<file path="src/rtl/push_pulse_gen.sv">
// push_pulse_gen: per-channel sync, debounce, edge-select and auto-repeat push-button pulses
module push_pulse_gen #(
    parameter int CHANNELS   = 4,
    parameter int DB_CYCLES  = 4,
    parameter int REP_DELAY  = 16,
    parameter int REP_PERIOD = 8
) (
    input  logic                clk,
    input  logic                rst_n,
    input  logic                en,
    input  logic [1:0]          mode,
    input  logic [CHANNELS-1:0] push,
    output logic [CHANNELS-1:0] level,
    output logic [CHANNELS-1:0] sig
);
    localparam int CW   = $clog2(DB_CYCLES + 1);
    localparam int RMAX = (REP_DELAY > REP_PERIOD) ? REP_DELAY : REP_PERIOD;
    localparam int RW   = $clog2(RMAX + 1);
    localparam logic [CW-1:0] DB_LAST = CW'(DB_CYCLES - 1);
    localparam logic [RW-1:0] RD_LAST = RW'(REP_DELAY - 1);
    localparam logic [RW-1:0] RP_LAST = RW'(REP_PERIOD - 1);

    typedef enum logic [1:0] {IDLE, DELAY, REPEAT} st_t;

    logic [CHANNELS-1:0] s1_q, s2_q, level_q, level_d, sig_q, sig_d, acc, rep;
    logic [1:0]          mode_q;
    logic [CW-1:0]       cnt_q [CHANNELS];
    logic [CW-1:0]       cnt_d [CHANNELS];
    logic [RW-1:0]       rc_q  [CHANNELS];
    logic [RW-1:0]       rc_d  [CHANNELS];
    st_t                 st_q  [CHANNELS];
    st_t                 st_d  [CHANNELS];
    logic                mode_chg, run;

    // Debounce accept, edge select and auto-repeat next-state per channel; a mode change blanks one cycle
    always_comb begin
        mode_chg = mode != mode_q;
        run      = en && !mode_chg && mode_q == 2'b11;
        acc      = '0;
        rep      = '0;
        level_d  = level_q;
        sig_d    = '0;
        for (int i = 0; i < CHANNELS; i++) begin
            acc[i]     = s2_q[i] != level_q[i] && cnt_q[i] == DB_LAST;
            level_d[i] = acc[i] ? s2_q[i] : level_q[i];
            cnt_d[i]   = (s2_q[i] == level_q[i] || acc[i]) ? '0 : cnt_q[i] + 1'b1;
            st_d[i]    = st_q[i];
            rc_d[i]    = rc_q[i];
            if (!run) begin
                st_d[i] = IDLE;
                rc_d[i] = '0;
            end else if (st_q[i] == IDLE) begin
                if (acc[i] && s2_q[i]) begin
                    st_d[i] = DELAY;
                    rc_d[i] = '0;
                end
            end else if (acc[i]) begin
                st_d[i] = IDLE;
                rc_d[i] = '0;
            end else if (rc_q[i] == ((st_q[i] == DELAY) ? RD_LAST : RP_LAST)) begin
                rep[i]  = 1'b1;
                st_d[i] = REPEAT;
                rc_d[i] = '0;
            end else begin
                rc_d[i] = rc_q[i] + 1'b1;
            end
            sig_d[i] = en && !mode_chg &&
                       ((mode_q == 2'b10) ? acc[i] :
                        (mode_q == 2'b01) ? (acc[i] && !s2_q[i]) :
                                            ((acc[i] && s2_q[i]) || rep[i]));
        end
    end

    // All state registered on clk, cleared asynchronously by rst_n
    always_ff @(posedge clk or negedge rst_n) begin
        if (!rst_n) begin
            s1_q    <= '0;
            s2_q    <= '0;
            level_q <= '0;
            sig_q   <= '0;
            mode_q  <= '0;
            for (int i = 0; i < CHANNELS; i++) begin
                cnt_q[i] <= '0;
                rc_q[i]  <= '0;
                st_q[i]  <= IDLE;
            end
        end else begin
            s1_q    <= push;
            s2_q    <= s1_q;
            level_q <= level_d;
            sig_q   <= sig_d;
            mode_q  <= mode;
            for (int i = 0; i < CHANNELS; i++) begin
                cnt_q[i] <= cnt_d[i];
                rc_q[i]  <= rc_d[i];
                st_q[i]  <= st_d[i];
            end
        end
    end

    assign level = level_q;
    assign sig   = sig_q;
endmodule

</file>
<file path="config.mk">
export PLATFORM = sky130hd
export DESIGN_NAME = push_pulse_gen
export DESIGN_NICKNAME = d
export VERILOG_FILES = /design/src/rtl/push_pulse_gen.sv
export SDC_FILE = /design/constraint.sdc
export NUM_CORES = 1
export LEC_CHECK = 0
export ABC_AREA = 1
export BUFFER_PORTS_ARGS = -buffer_cell sky130_fd_sc_hd__buf_2
export CORE_ASPECT_RATIO = 0.6
export CORE_UTILIZATION = 35
export CTS_BUF_LIST = sky130_fd_sc_hd__clkbuf_4
export DETAILED_ROUTE_END_ITERATION = 8
export GPL_ROUTABILITY_DRIVEN = 0
export MAX_ROUTING_LAYER = met4
export PLACE_DENSITY_LB_ADDON = 0.05
export SLEW_MARGIN = 0
export SYNTH_ARGS = -nofsm -noshare
export SYNTH_HDL_FRONTEND = slang
export SYNTH_SLANG_ARGS = --single-unit
</file>
<file path="constraint.sdc">
create_clock -name clk -period 1.85 [get_ports clk]
set_input_delay 0.0925 -clock clk [delete_from_list [all_inputs] [get_ports clk]]
set_output_delay 0.0925 -clock clk [all_outputs]
set_load 0.02 [all_outputs]
</file>
==> run summary <==
Global routing consumed, over all layers together, 16.10% of the routing resources. The tools report the via count of the first global-routing pass as 2102. The worst setup path is launched from a flop.

For this run, the detailed router's first-pass iteration total came to 4. The post-detailed-route DRC marker count was 0. The ratio of total power to cell area is 812.8 mW/mm². The synthesized netlist contains 27 unique library cells. The layout overhead on the synthesized area is 16.47%. The cell repeated most along the worst path is sky130_fd_sc_hd__nand2_1.

Measured along the x axis, the die boundary spans 119.4 µm. The logs give 0.008648 mm² for the area enclosed by the die boundary and 42.43% for the core utilization of the finished layout. Overall power consumption after layout is estimated at 0.002740 W.

The run finished with clean final reports. Wire segments on met2 add up to 2184 µm in the final route. Setup slack on the worst flop-to-flop path: 0.16 ns. Summing over every cut layer, the via total after detailed routing is 2261. The critical path goes through nand2_1 -> nand3_2 -> nor3_4 -> buf_6 -> nand2_2 -> nor2_4 -> inv_1 -> nand2_1 -> nand2_1 -> nand2_1.

Cell row count: 25. The clock latency at the later pin of the worst-skew pair is 0.41 ns, and the number of setup violations in the final report is 0. The part of the Yosys area used for sequential elements is 50.15%, and the slew at the pin closest to its max-slew limit is 0.4361 ns.

Summed over all nets, wire length on met3 after detailed routing comes to 190 µm. The data arrival time of the critical path was 2.05 ns; the area of the core region was 0.007945 mm². Prior to clock tree synthesis, the placed netlist has a worst setup slack of 0.09100 ns.

The tightest hold path in the finished design has a slack of 0.1451 ns. For this block, wires on met1 add up to 3351 µm. Clock-pin slew was measured on the worst setup and hold paths at 0.10 ns. The highest layer touched by signal routing is met4. The run gives 0 as the number of nets with antenna violations after detailed routing. Reg-to-reg startpoint: mode_q[0].

The clock sink count is 58. Die height: 72.44 µm. For the I/O pin count, the log shows 17. The tools report the sum of net half-perimeters after detailed placement as 4207 µm. The worst register-to-register path has a depth of 10. Averaged over all synthesized cells, the footprint is 8.084 µm².

The antenna diode count was 0. The root buffer selected by CTS was sky130_fd_sc_hd__clkbuf_4. Counting every net in the synthesized netlist gives 379. The largest net degree at the start of global routing is 42. By startpoint and endpoint, the worst setup path is classified as reg -> reg.

The routed wire length came out at 5805 µm. After detailed routing, the average wire length per cell comes to 11.32 µm. In this run the deepest clock path goes through 2 buffers. After layout, the worst path uses 91.43% of the clock period. The tools report the number of design-rule violations left by the first detailed-router iteration as 116.

The post-synthesis register bit count is 58. The worst pin sits at a relative slew slack of 70.93%. The largest fanout on the critical path is 6. Across the run, the number of max-cap violations was 0.

The tools report the sum of negative setup slack as 0 ns. Cell at the slowest stage of the critical path: sky130_fd_sc_hd__dfrtp_1. Once routing completed, OpenROAD measured the worst setup slack at 0.1585 ns. The first global-routing pass estimated 10110 µm of wire. The worst path in the final design needs a cycle of 1.692 ns, including I/O delays and setup.

In the final design database the tool counted 421 nets. The fraction of final layout cells with drive strength greater than 1 is 15.80%. After global routing the overflow that remains totals 0. The clock tree synthesis step divided the H-tree into 3 levels. TritonCTS built the clock tree. Summed over all cells, the static leakage comes to 1.802 nW. The number of clock buffers added by TritonCTS is 9. The hold violation total from the final report came out at 0. Worst hold-check path type: in -> async.

The endpoint identified for the worst register-to-register timing path is st_q[7]. Dividing the detail-routed via count by the number of cells gives 4.407. The largest single stage delay on the critical path is 0.42 ns.

The tools report the warning count from the yosys run as 0. Endpoint class of the critical path: a flop. The area of the mapped netlist is 0.002894 mm², and the number of I/O port buffers is 16. IR analysis of the VDD net gives a maximum drop of 0.0004091 V.

The logs give 0 for the number of antenna violations at the first check in global routing and 36.43% for the initial standard-cell utilization of the core. At the worst endpoint, the required time is 2.20 ns. The count of final max-slew check failures was 0; the clock skew was 0.01503 ns. The instance count of the mapped netlist was 358; the maximum achievable frequency was 591.2 MHz.
-- cell type report --
cell class / instances / area (µm²)
multi-input cells: 241 / 1216
well taps: 108 / 135.1
flip-flops and latches: 58 / 1451
clock inverters: 4 / 18.77
inverters: 57 / 214.0
clock buffers: 12 / 90.09
fillers: 814 / 4574
repair buffers: 33 / 245.2
-- per-layer routing --
metal  GRT usage [%]  vias to the layer above
met5               -                        -
met4           5.417                        0
met3           6.132                        7
met2           20.61                       34
met1           22.75                     1015
li1                -                     1205
-- flip-flops by register name (all words and copies together), names as in the netlist --
name	flops
level	4
sig	4
cnt_q	12
s2_q	4
s1_q	4
rc_q	20
st_q	8
mode_q	2
-- synthesized netlist by cell type, drive strengths merged --
cell type | count | area (µm²)
nand2 | 102 | 392.9
dfrtp | 58 | 1451
inv | 57 | 214.0
nor2 | 51 | 211.5
nand3 | 28 | 145.1
o21ai | 15 | 75.07
ha | 12 | 150.1
a21oi | 8 | 43.79
nor3 | 6 | 41.29
xor2 | 5 | 43.79
nand3b | 4 | 30.03
nand4 | 3 | 18.77
buf | 2 | 22.52
or2 | 2 | 12.51
a32oi | 1 | 8.760
mux2i | 1 | 10.01
nor3b | 1 | 7.510
o22ai | 1 | 6.260
xnor2 | 1 | 8.760
-- layout by cell type, fill, tap and decap left out, types with 2 or more instances in the layout --
cell                            Yosys  final
sky130_fd_sc_hd__nand2_1           98     98
sky130_fd_sc_hd__clkinv_2           0      3
sky130_fd_sc_hd__nand2_2            4      4
sky130_fd_sc_hd__inv_2              7      7
sky130_fd_sc_hd__buf_2              0     16
sky130_fd_sc_hd__o21ai_0           13     13
sky130_fd_sc_hd__a21oi_1            7      7
sky130_fd_sc_hd__ha_1              12     12
sky130_fd_sc_hd__nor2_2             2      4
sky130_fd_sc_hd__nand3_1           27     26
sky130_fd_sc_hd__nand3b_1           4      4
sky130_fd_sc_hd__nor3_1             5      5
sky130_fd_sc_hd__nand3_2            1      2
sky130_fd_sc_hd__buf_4              0      7
sky130_fd_sc_hd__nor2_1            47     45
sky130_fd_sc_hd__o21ai_1            2      2
sky130_fd_sc_hd__xor2_1             5      5
sky130_fd_sc_hd__nand4_1            3      3
sky130_fd_sc_hd__dlygate4sd3_1      0      7
sky130_fd_sc_hd__inv_1             50     50
sky130_fd_sc_hd__nor2_4             2      2
sky130_fd_sc_hd__clkbuf_4           0     12
sky130_fd_sc_hd__dfrtp_1           58     58
sky130_fd_sc_hd__or2_2              2      2
sky130_fd_sc_hd__buf_6              2      2
-- cells by family (layout without fill, tap and decap cells) --
group / Yosys count / after routing / synth area share (%)
flops: 58 / 58 / 50.15
mux: 1 / 1 / 0.3459
compound gates: 25 / 25 / 4.626
buf+inv: 59 / 106 / 8.171
fa+ha+maj: 12 / 12 / 5.188
simple gates: 197 / 197 / 29.70
xor+xnor: 6 / 6 / 1.816
-- worst max-delay path by stage --
stage	to	depth (start not counted)	from	slack [ns]
after floorplan	st_q[0]	10	cnt_q[0]	0.36
after global placement	st_q[0]	10	mode_q[0]	0.06
after detailed placement	st_q[0]	9	mode_q[0]	0.09
after CTS	st_q[1]	10	mode_q[0]	0.07
after global routing	st_q[7]	10	mode_q[0]	-0.01
final	st_q[7]	10	mode_q[0]	0.16
-- where the power goes --
part,internal (W),total (W),switching (W)
clock,0.000311,0.000775,0.000463
sequential,0.00140,0.00146,0.0000642
combinational,0.000176,0.000501,0.000325
-- metrics by stage --
| step | area (µm²) | instances |
|---|---|---|
| after detailed placement | 3137 | 485 |
| after global routing | 3371 | 513 |
| after floorplan | 2894 | 358 |
| after CTS | 3316 | 508 |
| final | 3371 | 513 |
| after global placement | 3137 | 485 |
-- critical path, delay by kind of cell, from the launching register on --
| family | cells | cell delay [ns] |
|---|---|---|
| simple gates | 8 | 0.98 |
| flops | 1 | 0.42 |
| buf+inv | 2 | 0.24 |
-- timing repair --
item / CTS / global route
buffers inserted: 0 / 5
gates resized for setup: 0 / 5
hold endpoints to repair: 41 / 0
setup endpoints to repair: 0 / 12
hold buffers: 7 / 0
Power figures use the tool's default switching activity.
